File: config.mk
export PLATFORM = sky130hd
export DESIGN_NAME = s2p_framer
export DESIGN_NICKNAME = d
export VERILOG_FILES = /design/src/rtl/s2p_pkg.sv /design/src/rtl/crc8_serial.sv /design/src/rtl/s2p_framer.sv
export SDC_FILE = /design/constraint.sdc
export NUM_CORES = 1
export LEC_CHECK = 0
export CELL_PAD_IN_SITES_DETAIL_PLACEMENT = 1
export CELL_PAD_IN_SITES_GLOBAL_PLACEMENT = 2
export CORE_MARGIN = 2
export CORE_UTILIZATION = 41
export DETAILED_ROUTE_END_ITERATION = 8
export PLACE_DENSITY_LB_ADDON = 0.1
export SETUP_SLACK_MARGIN = 0.1
export SLEW_MARGIN = 0
export SYNTH_ARGS = -nofsm -noshare
export SYNTH_HDL_FRONTEND = slang
export SYNTH_SLANG_ARGS = --single-unit
export TNS_END_PERCENT = 5
File: constraint.sdc
create_clock -name clk -period 10.25 [get_ports clk]
set_input_delay 2.05 -clock clk [delete_from_list [all_inputs] [get_ports clk]]
set_output_delay 2.05 -clock clk [all_outputs]
set_load 0.05 [all_outputs]
File: src/rtl/s2p_pkg.sv
// Shared types and helpers for the serial-to-parallel frame assembler.
// Latency: n/a (package only).
// Backpressure: n/a (package only).
package s2p_pkg;

  // Dallas/Maxim CRC-8 polynomial x^8+x^5+x^4+1, bit-reversed for LSB-first shifting
  localparam logic [7:0] CRC8_POLY_REFL = 8'h8C;

  // Output-side holding register occupancy
  typedef enum logic {
    OUT_EMPTY = 1'b0,
    OUT_FULL  = 1'b1
  } out_state_t;

  // Advance a reflected CRC-8 by one received bit
  function automatic logic [7:0] crc8_bit_step(input logic [7:0] crc, input logic i_bit);
    logic fb;
    fb = crc[0] ^ i_bit;
    crc8_bit_step = {1'b0, crc[7:1]} ^ (fb ? CRC8_POLY_REFL : 8'h00);
  endfunction

endpackage

File: src/rtl/crc8_serial.sv
// Serial Dallas CRC-8 accumulator advanced once per accepted bit.
// Latency: o_crc_next is combinational from the current register and inputs.
// Backpressure: none; i_en qualifies each bit, i_clr/i_wrap restart the sum.
module crc8_serial
  import s2p_pkg::*;
(
  input  logic       clk,
  input  logic       reset,
  input  logic       i_clr,
  input  logic       i_en,
  input  logic       i_bit,
  input  logic       i_wrap,
  output logic [7:0] o_crc_next
);

  logic [7:0] r_crc;
  logic [7:0] w_base;
  logic [7:0] w_next;

  // A resync in the same cycle as a bit restarts the sum before that bit is folded in
  always_comb begin
    w_base = i_clr ? 8'h00 : r_crc;
    w_next = i_en ? crc8_bit_step(w_base, i_bit) : w_base;
  end

  // Register the running sum; a completed frame starts the next one from zero
  always_ff @(posedge clk or posedge reset) begin
    if (reset) begin
      r_crc <= 8'h00;
    end else begin
      r_crc <= i_wrap ? 8'h00 : w_next;
    end
  end

  assign o_crc_next = w_next;

endmodule

File: src/rtl/s2p_framer.sv
// Serial-to-parallel frame assembler with resync, overrun pulse and optional CRC-8 (S2P_CRC8_EN).
// Latency: frame and o_frame_valid visible 1 cycle after the final bit strobe.
// Backpressure: single holding register; a frame completing while one is held un-acked is dropped with o_overrun.
module s2p_framer
  import s2p_pkg::*;
#(
  parameter  int FRAME_W   = 64,
  parameter  bit LSB_FIRST = 1'b1,
  localparam int CNT_W     = $clog2(FRAME_W)
) (
  input  logic               clk,
  input  logic               reset,
  input  logic               i_bit_val,
  input  logic               i_bit_ready,
  input  logic               i_frame_start,
  input  logic               i_frame_ack,
  output logic [FRAME_W-1:0] o_parallel,
  output logic               o_frame_valid,
  output logic               o_overrun,
  output logic               o_crc_ok,
  output logic [CNT_W-1:0]   o_bit_count
);

  localparam logic [CNT_W-1:0] LAST_IDX = CNT_W'(FRAME_W - 1);

  out_state_t         r_state;
  out_state_t         w_state_next;
  logic [CNT_W-1:0]   r_count;
  logic [CNT_W-1:0]   w_count_next;
  logic [FRAME_W-1:0] r_shift;
  logic [FRAME_W-1:0] w_shift_next;
  logic [FRAME_W-1:0] r_parallel;
  logic               r_overrun;
  logic               w_complete;
  logic               w_load;
  logic               w_drop;

  // A resync on the final strobe abandons that frame, so it never completes
  assign w_complete = i_bit_ready && !i_frame_start && (r_count == LAST_IDX);

  // Next bit count: resync restarts at 0 (or 1 if a bit arrives with it), completion wraps
  always_comb begin
    w_count_next = r_count;
    if (i_frame_start) begin
      w_count_next = i_bit_ready ? CNT_W'(1) : '0;
    end else if (i_bit_ready) begin
      w_count_next = (r_count == LAST_IDX) ? '0 : r_count + CNT_W'(1);
    end
  end

  // Shift direction chosen so the first bit of a frame ends up at the selected end
  always_comb begin
    if (LSB_FIRST) begin
      w_shift_next = {i_bit_val, r_shift[FRAME_W-1:1]};
    end else begin
      w_shift_next = {r_shift[FRAME_W-2:0], i_bit_val};
    end
  end

  // Assembly registers; shift contents survive resync and only become meaningful after a full frame
  always_ff @(posedge clk or posedge reset) begin
    if (reset) begin
      r_count <= '0;
      r_shift <= '0;
    end else begin
      r_count <= w_count_next;
      if (i_bit_ready) begin
        r_shift <= w_shift_next;
      end
    end
  end

  // Output-side state register
  always_ff @(posedge clk or posedge reset) begin
    if (reset) begin
      r_state <= OUT_EMPTY;
    end else begin
      r_state <= w_state_next;
    end
  end

  // Holding register control: an ack in the completing cycle frees the slot for the new frame
  always_comb begin
    w_state_next = r_state;
    w_load       = 1'b0;
    w_drop       = 1'b0;
    case (r_state)
      OUT_EMPTY: begin
        if (w_complete) begin
          w_load       = 1'b1;
          w_state_next = OUT_FULL;
        end
      end
      OUT_FULL: begin
        if (w_complete) begin
          if (i_frame_ack) begin
            w_load = 1'b1;
          end else begin
            w_drop = 1'b1;
          end
        end else if (i_frame_ack) begin
          w_state_next = OUT_EMPTY;
        end
      end
      default: begin
        w_state_next = OUT_EMPTY;
      end
    endcase
  end

  // Capture the frame including the completing bit; overrun is a single-cycle pulse
  always_ff @(posedge clk or posedge reset) begin
    if (reset) begin
      r_parallel <= '0;
      r_overrun  <= 1'b0;
    end else begin
      r_overrun <= w_drop;
      if (w_load) begin
        r_parallel <= w_shift_next;
      end
    end
  end

`ifdef S2P_CRC8_EN
  logic [7:0] w_crc_next;
  logic       r_crc_ok;

  crc8_serial u_crc8 (
    .clk        (clk),
    .reset      (reset),
    .i_clr      (i_frame_start),
    .i_en       (i_bit_ready),
    .i_bit      (i_bit_val),
    .i_wrap     (w_complete),
    .o_crc_next (w_crc_next)
  );

  // A frame carrying its own trailing CRC byte leaves a zero residue
  always_ff @(posedge clk or posedge reset) begin
    if (reset) begin
      r_crc_ok <= 1'b0;
    end else if (w_load) begin
      r_crc_ok <= (w_crc_next == 8'h00);
    end
  end

  assign o_crc_ok = r_crc_ok;
`else
  assign o_crc_ok = 1'b1;
`endif

  assign o_parallel    = r_parallel;
  assign o_frame_valid = (r_state == OUT_FULL);
  assign o_overrun     = r_overrun;
  assign o_bit_count   = r_count;

endmodule

### After elaboration in Yosys (flattened, before gate mapping)

Index checks and enable logic that the tools add are counted.

| storage, ports and cells | value |
|---|---|
| bits in registers | 136 |
| bits in latches | 0 |
| bits in writable memories | 0 |
| ROM bits | 0 |
| bits of input ports | 6 |
| output and inout bits | 73 |
| logic and storage cells | 25 |
| memories | 0 |

| operators by class | value |
|---|---|
| $add $sub $neg | 1 |
| multiply operators | 0 |
| div/mod/pow operators | 0 |
| $lt $le $gt $ge | 0 |
| equal/unequal tests | 1 |
| shift-type cells | 0 |
| multiplexer cells | 13 |
| bitwise logic cells | 1 |
| reduce and logical (&&, ||, !) cells | 4 |

Operators with widths:

| operator | count |
|---|---|
| $mux W6 | 3 |
| $mux W1 | 8 |
| $add A6 B1 Y6 const B | 1 |
| $eq A6 B6 Y1 const B | 1 |
| $pmux W1 S2 | 2 |
| $logic_and A1 B1 Y1 | 2 |
| $reduce_bool A2 Y1 | 1 |
| $logic_not A1 Y1 | 1 |
| $not A1 Y1 | 1 |

### Depth between registers and ports, before layout

Gate-level depths: netlist of run 1.

| depth | value |
|---|---|
| depth in word-level cells | 5 |
| mapped depth | 6 |
| depth with buffers taken out | 4 |

### Least setup slack after synthesis of run 1

Ideal clock, no wire load.

| timing | value |
|---|---|
| path type | in2reg |
| from | in i_bit_ready |
| to | reg r_parallel[0] (netlist: o_parallel[0]) |
| library setup time | 0.127 ns |
| arrival | 3.207 ns |
| data required time | 10.123 ns |
| slack | 6.916 ns |
| cell stages on the path | 6 |
| path buffers | 3 |
| cell sequence | buf_4 -> nand3_2 -> nor4b_2 -> buf_6 -> buf_8 -> mux2_1 |

| on the way | value |
|---|---|
| cells in the longest elaborated chain, start to end | 4 |
| elaborated cells between the ends (all ways) | 5 |
| those cells by class | mux: 3; reduce/logical: 2 |

Ends and longest elaborated chain:

| item | line | text |
|---|---|---|
| start: declaration | s2p_framer.sv:14 | `input logic i_bit_ready,` |
| $logic_and A1 B1 Y1 (*) (2 in a row) | s2p_framer.sv:39 | `assign w_complete = i_bit_ready && !i_frame_start && (r_count == LAST_IDX);` |
| $mux W1, on equally long branches | s2p_framer.sv:95, s2p_framer.sv:89 |  |
| $pmux W1 S2 (*) | s2p_framer.sv:87 | `case (r_state)` |
| end signal: assignment | s2p_framer.sv:119 | `r_parallel <= w_shift_next;` |
| end: declaration | s2p_framer.sv:32 | `logic [FRAME_W-1:0] r_parallel;` |

Mark *: on every way between the ends. The rest lies on a longest branch, timed or not.
A chain may end at the register's enable or synchronous reset.

### Worst setup path after layout of run 1

| timing | value |
|---|---|
| from | in i_bit_ready |
| to | reg r_parallel[40] (netlist: o_parallel[40]) |

Same word-level chain as after synthesis.

==> impl_metrics.yaml, run 1 <==
logic_synthesis:
  synth_warnings: 0
  synth_ff_type: "dfrtp_1"
  synthArstFlopShare_pct: 100
  synth_edf_count: 0
  ys_seq_elements: 135
  synth_nets: 320
  syn_inst: 313
  synth_area_um2: 5160
  synth.avg_cell_area_um2: 16.5
  synth_cell_types: 25
  ys_seq_area_share_pct: 65.4
final_layout:
  seqCellArea_um2: 3380
  fillers: 1145
  area_delta_synth_final_pct: 27.9
  final_nets: 403
  drive_gt1_share_pct: 24.8
  multi_input_area_um2: 1630
  n_antenna_cell: 0
  utilization_pct: 54.3
floorplan:
  die_x_um: 116
  die_h_um: 116
  core_um2: 12200
  fp-row-count: 40
  io_pins: 79
  start_util_pct: 42.5
  die_area_um2: 13500
clock_network:
  cts-htree-levels: 4
  hold_buffers: 0
  cts_buffers: 17
  cts_setup_buffers: 0
  clkLatencyLatePin_ns: 0.41
  cts_resized: 0
  cts_root_buf: "clkbuf_16"
  numClockSinks: 135
  clkTransAtPathRegs_ns: 0.05
  cts_tree: "done"
  cts_buffer_depth: 2
outcome:
  status: "finished, final reports clean"
sta:
  hold_violations: 0
  slew_headroom_pct: 31.3
  worst_pin_slew_ns: 1.03
  period_share_pct: 39.9
  finClkSkew_ns: 0.00946
  rsz0062_at_grt: "false"
  setup_tns_ns: 0
  setup_viol: 0
  fmax_mhz: 245
  final_max_slew_viol_count: 0
  period_minus_slack_ns: 4.09
setup_path:
  startpoint_type: "input port"
  critPathCaptureType: "register"
  reg2reg_depth: 5
  critical_path_class: "input port to register"
  crit_fanout: 70
  cp.arrival_ns: 4.38
  cp.required_ns: 10.55
  worstReg2RegStart: "o_bit_count[0]"
  rr_endpoint: "o_parallel[40]"
  r2r_slack_ns: 8.02
global_routing:
  grt_pass1_vias: 3071
  grt_max_degree: 84
  grt_remaining_overflow: 0
  grt_pass1_wl_mm: 15.5
  grt_use_total_pct: 15.2
  antenna_found_initial: 0
drt:
  route.detailed.vias_per_inst: 4.84
  wire_per_inst_um: 16.0
  antenna_left: 0
  vias: 2781
  first_iter_violations: 72
  wl_mm: 9.20
  drc: 0
  dr.pass1.iters: 4
placement:
  dp_hpwl_mm: 5.57
  gp_congestion: 0.690
  port_buffers: 77
power:
  leakage_nw: 3.21
  power_density_nw_per_um2: 195
  ir_worst_vdd_mv: 0.0997
  total_power_mw: 1.29
hold_path:
  hold_path.class: "register to register"
  min_to: "o_parallel[51]"
  whs_path_depth: 1
  min_from: "o_parallel[51]"
run:
  drv_cap: 0
==> through the flow <==
stage               area, µm²  cells  hold slack, ns  worst slack [ns]
global placement         6030    545           0.468              5.71
floorplan                5160    313           0.460              4.59
CTS                      6610    575           0.488              6.11
detailed placement       6030    545           0.478              5.68
global route             6610    575           0.497              5.96
finish                   6610    575           0.482              6.16
==> critical path: stages <==
cell,delay (ns)
buf_2,0.08
buf_4,0.68
nand3_2,0.25
nor4b_4,0.32
buf_4,0.57
mux2_2,0.40
==> report_power, final <==
part / leakage (nW) / internal, mW / total [mW] / switching (mW)
Clock: 0.283 / 0.376 / 0.581 / 0.205
Combinational: 1.09 / 0.0477 / 0.0845 / 0.0368
Sequential: 1.83 / 0.585 / 0.624 / 0.0390
Total: 3.21 / 1.01 / 1.29 / 0.281
==> state kept, by name, summed over array words and instances, names as in the netlist <==
register	flops
o_frame_valid	1
o_bit_count	6
o_parallel	64
o_overrun	1
r_shift	63
==> placed cells by master (no fill, tap or decap), types with 2 or more instances in the layout <==
| cell type | instances |
|---|---|
| a21oi_1 | 2 |
| a31oi_1 | 2 |
| buf_4 | 4 |
| clkbuf_1 | 4 |
| clkbuf_16 | 17 |
| clkbuf_8 | 7 |
| clkdlybuf4s50_1 | 76 |
| dfrtp_1 | 135 |
| inv_1 | 3 |
| mux2_1 | 60 |
| mux2_2 | 67 |
| nand2_1 | 4 |
| nand3_1 | 3 |
| nand4_1 | 2 |
| nor2_1 | 4 |
| or3_1 | 3 |
| xor2_1 | 2 |
==> Yosys cell counts (3+ instances only) <==
master	instances	area share [%]
or3_1	3	0.36
buf_2	3	0.29
mux2_1	60	13
nor2_1	4	0.29
buf_8	6	1.7
mux2_2	67	15
dfrtp_1	135	65
nand2_1	4	0.29
clkbuf_1	5	0.36
inv_1	4	0.29
nand3_1	3	0.29
==> logic make-up (layout without fill, tap and decap cells) <==
group	Yosys count	after routing	synth area share, %
compound gates	6	6	0.751
xor+xnor	2	2	0.339
fa+ha+maj	1	1	0.242
buf+inv	21	115	3.20
flops	135	135	65.4
mux	128	128	27.9
other cells	1	1	0.0726
simple gates	19	19	2.08
==> area by class of cell <==
class | instances | share of cell area, %
Tap cell | 168 | 3.18
Timing Repair Buffer | 81 | 12.0
Clock inverter | 2 | 0.530
Multi-Input combinational cell | 157 | 24.7
Sequential cell | 135 | 51.1
Clock buffer | 28 | 8.13
Inverter | 4 | 0.303
==> routing by layer <==
metal | routed length (µm) | global-route usage, % | vias to the layer above
met2 | 4460 | 23.1 | 59
met4 | 144 | 6.43 | 0
met1 | 4220 | 19.8 | 1450
met3 | 380 | 5.81 | 13
li1 | - | - | 1259
met5 | 0 | 0 | -
==> how the worst max path moves through the flow <==
stage / from / endpoint / cells past startpoint
after CTS: i_bit_ready / o_parallel[32] / 6
after detailed placement: i_bit_ready / o_parallel[39] / 6
after global routing: i_bit_ready / o_parallel[32] / 6
after global placement: i_bit_ready / o_parallel[38] / 6
after floorplan: reset / o_bit_count[0] / 1
final: i_bit_ready / o_parallel[40] / 6
No activity file was read; power rests on OpenSTA's default activity.
==> inputs of run 2 (changes only) <==
--- a/config.mk
+++ b/config.mk
@@ -8,7 +8,7 @@
 export CELL_PAD_IN_SITES_DETAIL_PLACEMENT = 1
 export CELL_PAD_IN_SITES_GLOBAL_PLACEMENT = 2
 export CORE_MARGIN = 2
-export CORE_UTILIZATION = 41
+export CORE_UTILIZATION = 35
 export DETAILED_ROUTE_END_ITERATION = 8
 export PLACE_DENSITY_LB_ADDON = 0.1
 export SETUP_SLACK_MARGIN = 0.1
==> constraint.sdc (replaced) <==
create_clock -name clk -period 3.31 [get_ports clk]
set_input_delay 0.662 -clock clk [delete_from_list [all_inputs] [get_ports clk]]
set_output_delay 0.662 -clock clk [all_outputs]
set_load 0.05 [all_outputs]
==> run 2 against run 1 <==
Die area increased by 17%. Combinational power increased to 3.1 times the previous value. Total power increased to 3.1 times the previous value. Worst setup slack got worse by 5.3 ns. Hold slack improved by 0.00078 ns. Design area increased by 0.49%. Wire length decreased by 1.1%. Cell count increased by 2.8%. Register-to-register slack got worse by 6.7 ns. Largest power group unchanged.
==> impl_metrics.yaml, run 2 (synthesized netlist as in run 1, its figures left out) <==
final_layout:
  multi_input_area_um2: 1630
  final_nets: 402
  largest_reg_flops: 64
  fin_cells: 591
  layout_commonest_cell: "dfrtp_1"
  layout_common_cells: "dfrtp_1 (135), clkdlybuf4s50_1 (76), mux2_2 (67)"
  n_antenna_cell: 0
  fillers: 1431
  seqCellArea_um2: 3380
  drive_gt1_share_pct: 24.3
  area_delta_synth_final_pct: 28.5
drt:
  antenna_left: 0
  route.detailed.vias_per_inst: 4.73
  wl_mm: 9.10
  wire_per_inst_um: 15.4
  dr.pass1.iters: 4
  wl_met3_um: 423
  first_iter_violations: 98
  drc: 0
  vias: 2794
  highest_layer: "met4"
  wl_met2_mm: 4.37
  met1_length_mm: 4.13
setup_path:
  r2r_slack_ns: 1.28
  crit_start: "o_bit_count[2]"
  worstReg2RegStart: "o_bit_count[0]"
  crit_buf_inv: 1
  path_cells: "clkdlybuf4s50_1"
  critPathCaptureType: "primary output"
  critical_path_class: "register to primary output"
  reg2reg_depth: 5
  cp.arrival_ns: 1.75
  critPathSlowestCell: "clkdlybuf4s50_1"
  cp_slowest_stage_delay_ns: 0.86
  cp.required_ns: 2.65
  rr_endpoint: "o_parallel[18]"
  critPathTopFamily: "buffers and inverters"
  startpoint_type: "register"
  crit_fanout: 7
sta:
  rsz0062_at_grt: "false"
  worst_pin_slew_ns: 0.731
  setup_tns_ns: 0
  slew_headroom_pct: 51.2
  period_share_pct: 72.9
  setup_viol: 0
  fmax_mhz: 415
  hold_violations: 0
  period_minus_slack_ns: 2.41
  final_max_slew_viol_count: 0
  finClkSkew_ns: 0.00659
clock_network:
  cts_buffers: 17
  cts_tree: "done"
  clkTransAtPathRegs_ns: 0.05
  numClockSinks: 135
  clkLatencyLatePin_ns: 0.41
  cts_buffer_depth: 2
  hold_buffers: 0
  cts_setup_buffers: 0
  cts_root_buf: "clkbuf_16"
  cts_resized: 0
  cts-htree-levels: 4
hold_path:
  min_from: "o_parallel[16]"
  hold_path.class: "register to register"
  whs_path_depth: 1
  min_to: "o_parallel[16]"
floorplan:
  die_area_um2: 15700
  die_h_um: 125
  start_util_pct: 35.7
  die_x_um: 125
  io_pins: 79
  fp-row-count: 44
  core_um2: 14500
placement:
  dp_hpwl_mm: 5.40
  placedCellCount: 560
  gp_congestion: 0.694
  port_buffers: 77
global_routing:
  grt_remaining_overflow: 0
  grt_use_total_pct: 12.7
  antenna_found_initial: 0
  grt_max_degree: 136
  grt_pass1_vias: 3083
  grt_pass1_wl_mm: 15.8
run:
  drv_cap: 0
power:
  ir_worst_vdd_mv: 0.321
  leakage_nw: 3.20
  power_density_nw_per_um2: 598
outcome:
  status: "finished, final reports clean"
run 2: cell count changes in the layout (fill, tap and decap cells not counted):
cell and delta:
buf_12 +2, buf_2 -1, clkinvlp_4 +1, clkbuf_1 +2
inv_6 -1, buf_4 -2, clkbuf_8 -1
run 2: metal layers:
metal  global-route usage (%)  vias to the layer above
li1                         -                     1266
met1                     16.5                     1450
met2                     19.1                       63
met3                     4.32                       15
met4                     6.08                        0
met5                        0                        -
run 2: through the flow:
step	setup WS (ns)	util (%)	cell area (µm²)	power [mW]	hold slack (ns)
after CTS	0.886	45.8	6640	4.04	0.488
after global placement	0.750	41.9	6070	2.21	0.468
after floorplan	0.969	-	5170	2.13	0.460
final	0.899	45.8	6640	3.97	0.483
after global routing	0.850	45.8	6640	4.16	0.509
after detailed placement	0.700	41.9	6070	2.23	0.476
run 2: final cells by class:
cell class / instances / share of cell area (%)
clock buffer: 29 / 7.99
clock inverter: 2 / 0.528
inverter: 4 / 0.283
multi-input combinational: 157 / 24.5
sequential: 135 / 50.9
tap: 184 / 3.47
timing repair buffer: 80 / 12.3
run 2: how the worst max path moves through the flow:
stage	end	slack (ns)	depth (start not counted)
floorplan	o_bit_count[0]	0.97	1
global placement	o_parallel[38]	0.75	4
finish	o_bit_count[2]	0.90	1
global route	o_bit_count[2]	0.85	1
CTS	o_bit_count[2]	0.89	1
detailed placement	o_parallel[38]	0.70	4
run 2: power by group:
group / internal (mW) / switching (mW) / total (mW)
sequential: 1.81 / 0.119 / 1.93
combinational: 0.149 / 0.113 / 0.262
clock: 1.15 / 0.627 / 1.78
total: 3.11 / 0.858 / 3.97
